**config.mk**
```make
export PLATFORM = sky130hd
export DESIGN_NAME = lane_arrival_queue_gen
export DESIGN_NICKNAME = d
export VERILOG_FILES = /design/src/rtl/lane_arrival_queue_gen.sv
export SDC_FILE = /design/constraint.sdc
export NUM_CORES = 1
export LEC_CHECK = 0
export ABC_AREA = 0
export CORE_MARGIN = 2
export CORE_UTILIZATION = 40
export CTS_BUF_LIST = sky130_fd_sc_hd__clkbuf_8
export DETAILED_ROUTE_END_ITERATION = 6
export GPL_ROUTABILITY_DRIVEN = 0
export PLACE_DENSITY = 0.63
export REMOVE_ABC_BUFFERS = 1
export SYNTH_ARGS = -nofsm -noshare
export SYNTH_HDL_FRONTEND = slang
export SYNTH_SLANG_ARGS = --single-unit
```
**constraint.sdc**
```tcl
create_clock -name traffic_clk -period 3.4 [get_ports traffic_clk]
set_clock_uncertainty 0.1 [all_clocks]
set_input_delay 0.34 -clock traffic_clk [delete_from_list [all_inputs] [get_ports traffic_clk]]
set_output_delay 0.34 -clock traffic_clk [all_outputs]
set_load 0.03 [all_outputs]
```
**src/rtl/lane_arrival_queue_gen.sv**
```systemverilog
// Multi-lane random car arrival generator with per-lane saturating queues.
// Each lane owns an XNOR-feedback LFSR; an arrival happens when the lane's
// traffic level exceeds the current LFSR value. Departures drain the queue
// at one car every DEPART_DIV green cycles.
module lane_arrival_queue_gen #(
  parameter int LANES      = 2,
  parameter int W          = 5,
  parameter int QW         = 4,
  parameter int SEED       = 0,
  parameter int DEPART_DIV = 2
) (
  input  logic                  traffic_clk,
  input  logic                  reset,
  input  logic                  enable,
  input  logic [LANES*W-1:0]    traffic_level,
  input  logic [LANES-1:0]      green,
  output logic [LANES-1:0]      add_car,
  output logic [LANES-1:0]      depart_car,
  output logic [LANES*QW-1:0]   queue_count,
  output logic [LANES-1:0]      queue_full,
  output logic [LANES-1:0]      overflow
);

  // Divider counter needs at least one bit even when DEPART_DIV is 1.
  localparam int DW = (DEPART_DIV > 1) ? $clog2(DEPART_DIV) : 1;

  localparam logic [DW-1:0] DIV_LAST = DW'(DEPART_DIV - 1);
  localparam logic [QW-1:0] QMAX     = '1;

  // Feedback tap positions as a mask; unused bits are zero so they drop
  // out of the XNOR reduction.
  localparam logic [W-1:0] TAP_MASK =
      (W == 5) ? W'(8'h05) :
      (W == 6) ? W'(8'h03) :
      (W == 7) ? W'(8'h03) :
                 W'(8'h1D);

  genvar gi;
  generate
    for (gi = 0; gi < LANES; gi++) begin : g_lane
      // Per-lane seed; the all-ones lock-up state is replaced by zero.
      localparam logic [W-1:0] SEED_X    = W'(SEED) ^ W'(gi);
      localparam logic [W-1:0] LANE_SEED = (&SEED_X) ? '0 : SEED_X;

      logic [W-1:0]  level;
      logic [W-1:0]  lfsr_reg,  lfsr_next;
      logic [QW-1:0] count_reg, count_next;
      logic [DW-1:0] div_reg,   div_next;
      logic          add_reg,   add_next;
      logic          dep_reg,   dep_next;
      logic          ovf_reg,   ovf_next;
      logic          fb;
      logic          arr;
      logic          dep;

      assign level = traffic_level[gi*W +: W];

      // Next-state logic for LFSR, divider and queue of this lane.
      always_comb begin
        fb         = ~^(lfsr_reg & TAP_MASK);
        lfsr_next  = {fb, lfsr_reg[W-1:1]};
        arr        = (level > lfsr_reg);
        dep        = green[gi] && (div_reg == DIV_LAST) && (count_reg != '0);
        div_next   = '0;
        if (green[gi]) begin
          div_next = (div_reg == DIV_LAST) ? '0 : div_reg + 1'b1;
        end
        count_next = count_reg;
        add_next   = 1'b0;
        dep_next   = 1'b0;
        ovf_next   = ovf_reg;
        if (arr && dep) begin
          // One in, one out: count unchanged even when full.
          add_next = 1'b1;
          dep_next = 1'b1;
        end else if (arr) begin
          if (count_reg != QMAX) begin
            count_next = count_reg + 1'b1;
            add_next   = 1'b1;
          end else begin
            ovf_next   = 1'b1;
          end
        end else if (dep) begin
          count_next = count_reg - 1'b1;
          dep_next   = 1'b1;
        end
      end

      // Lane state register; enable low freezes state and silences pulses.
      always_ff @(posedge traffic_clk) begin
        if (reset) begin
          lfsr_reg  <= LANE_SEED;
          count_reg <= '0;
          div_reg   <= '0;
          add_reg   <= 1'b0;
          dep_reg   <= 1'b0;
          ovf_reg   <= 1'b0;
        end else if (enable) begin
          lfsr_reg  <= lfsr_next;
          count_reg <= count_next;
          div_reg   <= div_next;
          add_reg   <= add_next;
          dep_reg   <= dep_next;
          ovf_reg   <= ovf_next;
        end else begin
          add_reg   <= 1'b0;
          dep_reg   <= 1'b0;
        end
      end

      assign add_car[gi]               = add_reg;
      assign depart_car[gi]            = dep_reg;
      assign queue_count[gi*QW +: QW]  = count_reg;
      assign queue_full[gi]            = (count_reg == QMAX);
      assign overflow[gi]              = ovf_reg;
    end
  endgenerate

endmodule
```
==> results.toml <==
[floorplan]
io-pin-count = 31
start_util = 0.409
die_w_um = 67.5
num_rows = 23
die-area_um2 = 4550
core_um2 = 3940
dieHeight_um = 67.5

[power_and_ir_drop]
max-vdd-ir-drop_uv = 211
switchingPower_uw = 245
p_int_uw = 616
power_uw = 860
p_comb_frac = 0.292
power_frac_clock = 0.294
p_per_area_nw_per_um2 = 431
swShare = 0.284
p_leak_nw = 0.842
p_seq_frac = 0.414

[route]
drt-vias-per-instance = 4.91
drtIter0Drc = 45
vias = 1222
ant_nets = 0
wl_per_cell_um = 11.8
drtPass1Iterations = 4
wl_um = 2930
drc_errors = 0

[clocking]
cts_resized = 0
insertion_delay_ns = 0.27
cts-root-buf = "clkbuf_8"
clk_pin_slew_ns = 0.09
clock_path_buffers = 2
cts_hold_buf = 0
cts_buffers = 3
cts_tree = "yes"
cts_sinks = 26
ctsHtreeMaxLevel = 1
cts_setup_buffers = 0

[synth]
yosysWarnings = 0
synthCells = 174
synth_edf_count = 0
yosysMostFrequentCell = "dfxtp_1"
synth_area_um2 = 1610
netlist.area_leader.share = 0.323
synth_area_leaders = "dfxtp_1 32%, ha_1 11%, mux2i_1 8.1%"
ys_seq_elements = 26
yosys.cell_types.count = 36
synth_area_per_cell_um2 = 9.26
netlist_top_cells_count = "26 x dfxtp_1, 22 x nor2_1, 14 x ha_1, 13 x inv_1, 13 x mux2i_1"
ys_seq_area_frac = 0.323
synthFlopType = "dfxtp_1"
yosysTopAreaCell = "dfxtp_1"
async_flop_share = 0

[cells_and_area]
fillCellCount = 361
largest_reg_flops = 10
final_core_util = 0.506
antenna_cells = 0
multiInputGateArea_um2 = 977
regArea_um2 = 520
fin_nets = 231
area_delta_synth_final_pct = 23.8
drive_gt1_frac = 0.101

[timing]
drv_slew = 0
hold_ws_ns = 0.405
fin_crit_sh = 0.886
slew_headroom = 0.322
setup-violations-final = 0
fin_crit_ns = 3.01
hold_viol_final = 0
worst_slew_pin_slew_ns = 1.01
grt_setup_unrepaired = "false"
fin_tns_setup_ns = 0
max_freq_mhz = 332

[worst_setup_path]
crit_family = "multiplexers"
required_ns = 3.47
slowest_delay_ns = 0.46
cp-end-kind = "flop"
cp-start-kind = "input pin"
arrival_ns = 3.08
setup.worst_path.class = "in2reg"
worst-path-buf-inv = 2
worst-path-max-fanout = 7
cpMaxStageDelayCell = "clkdlybuf4s50_1"
crit_chain = "clkdlybuf4s50_1 > inv_1 > ha_1 > and3_1 > mux2_2 > a31o_4 > ha_1 > a21o_1 > a21oi_1 > or3_1 > mux2i_1 > mux2_2"

[global_route]
grt_max_degree = 32
antenna_found_initial = 0
overflow = 0
grt_usage = 0.147
grt_pass1_vias = 1263
grt_pass1_wl_um = 5210

[placed_design]
io_buffer_count = 30
dp.final_hpwl_um = 2300

[run]
max-cap-violations = 0

[min_path]
hold_class = "reg2reg"

[run_status]
status = "finished clean"
-- final cells by class --
cell class,count,share of cell area
Multi-Input combinational cell,124,0.490
Sequential cell,26,0.261
Timing Repair Buffer,32,0.158
Tap cell,50,0.0313
Inverter,13,0.0245
Clock buffer,3,0.0207
Clock inverter,1,0.0150
-- per-layer routing --
metal | up-vias | wire length, um | global-route usage
met2 | 14 | 1460 | 0.267
met1 | 574 | 1380 | 0.178
li1 | 632 | - | -
met5 | - | 0 | 0
met3 | 2 | 80 | 0.0200
met4 | 0 | 13 | 0.0459
-- final timing paths --
path | endpoint | startpoint | slack (ns) | depth (start not counted)
hold reg to reg | g_lane[1].lfsr_reg[0] | g_lane[1].lfsr_reg[1] | 0.41 | 1
hold / removal | g_lane[1].lfsr_reg[0] | g_lane[1].lfsr_reg[1] | 0.41 | 1
setup reg to reg | g_lane[1].count_reg[3] | g_lane[1].lfsr_reg[2] | 0.48 | 11
setup / recovery | g_lane[0].count_reg[3] | traffic_level[0] | 0.39 | 12
-- layout by cell type, fill, tap and decap left out, types with 2 or more instances in the layout --
cell,instances
fa_1,2
o21ai_0,3
a21oi_1,6
clkdlybuf4s50_1,30
nor2b_1,10
nand2b_1,7
mux2i_1,13
clkbuf_8,3
xnor2_1,4
inv_1,13
nand3b_1,4
buf_4,2
nor2_1,22
a21o_1,2
ha_1,14
o21ba_2,2
dfxtp_1,26
mux2_4,3
and2_1,2
mux2_2,6
and3_1,2
nand2_1,7
nor3_1,2
nand3_1,2
-- power groups by stage --
stage               logic, mW  clock network [mW]  registers, mW
global placement        0.245                   0          0.362
CTS                     0.254               0.262          0.357
global route            0.281               0.275          0.361
finish                  0.251               0.253          0.356
floorplan               0.139                   0          0.388
detailed placement      0.253                   0          0.363
-- through the flow --
stage	setup slack [ns]	instances	area (um2)
3_3_place_gp	0.191	245	1920
4_1_cts	0.387	249	2000
3_5_place_dp	0.105	245	1920
6_report	0.386	249	2000
2_1_floorplan	0.653	163	1550
5_1_grt	0.241	249	2000
-- logic make-up (layout without fill, tap and decap cells) --
group | Yosys count | in the layout | synth area share
mux | 23 | 23 | 0.165
compound gates | 19 | 19 | 0.0885
flops | 26 | 26 | 0.323
xor+xnor | 4 | 4 | 0.0217
simple gates | 62 | 62 | 0.198
buf+inv | 24 | 49 | 0.0706
fa+ha+maj | 16 | 16 | 0.134
Note: power is estimated with default switching activity, not from simulation.
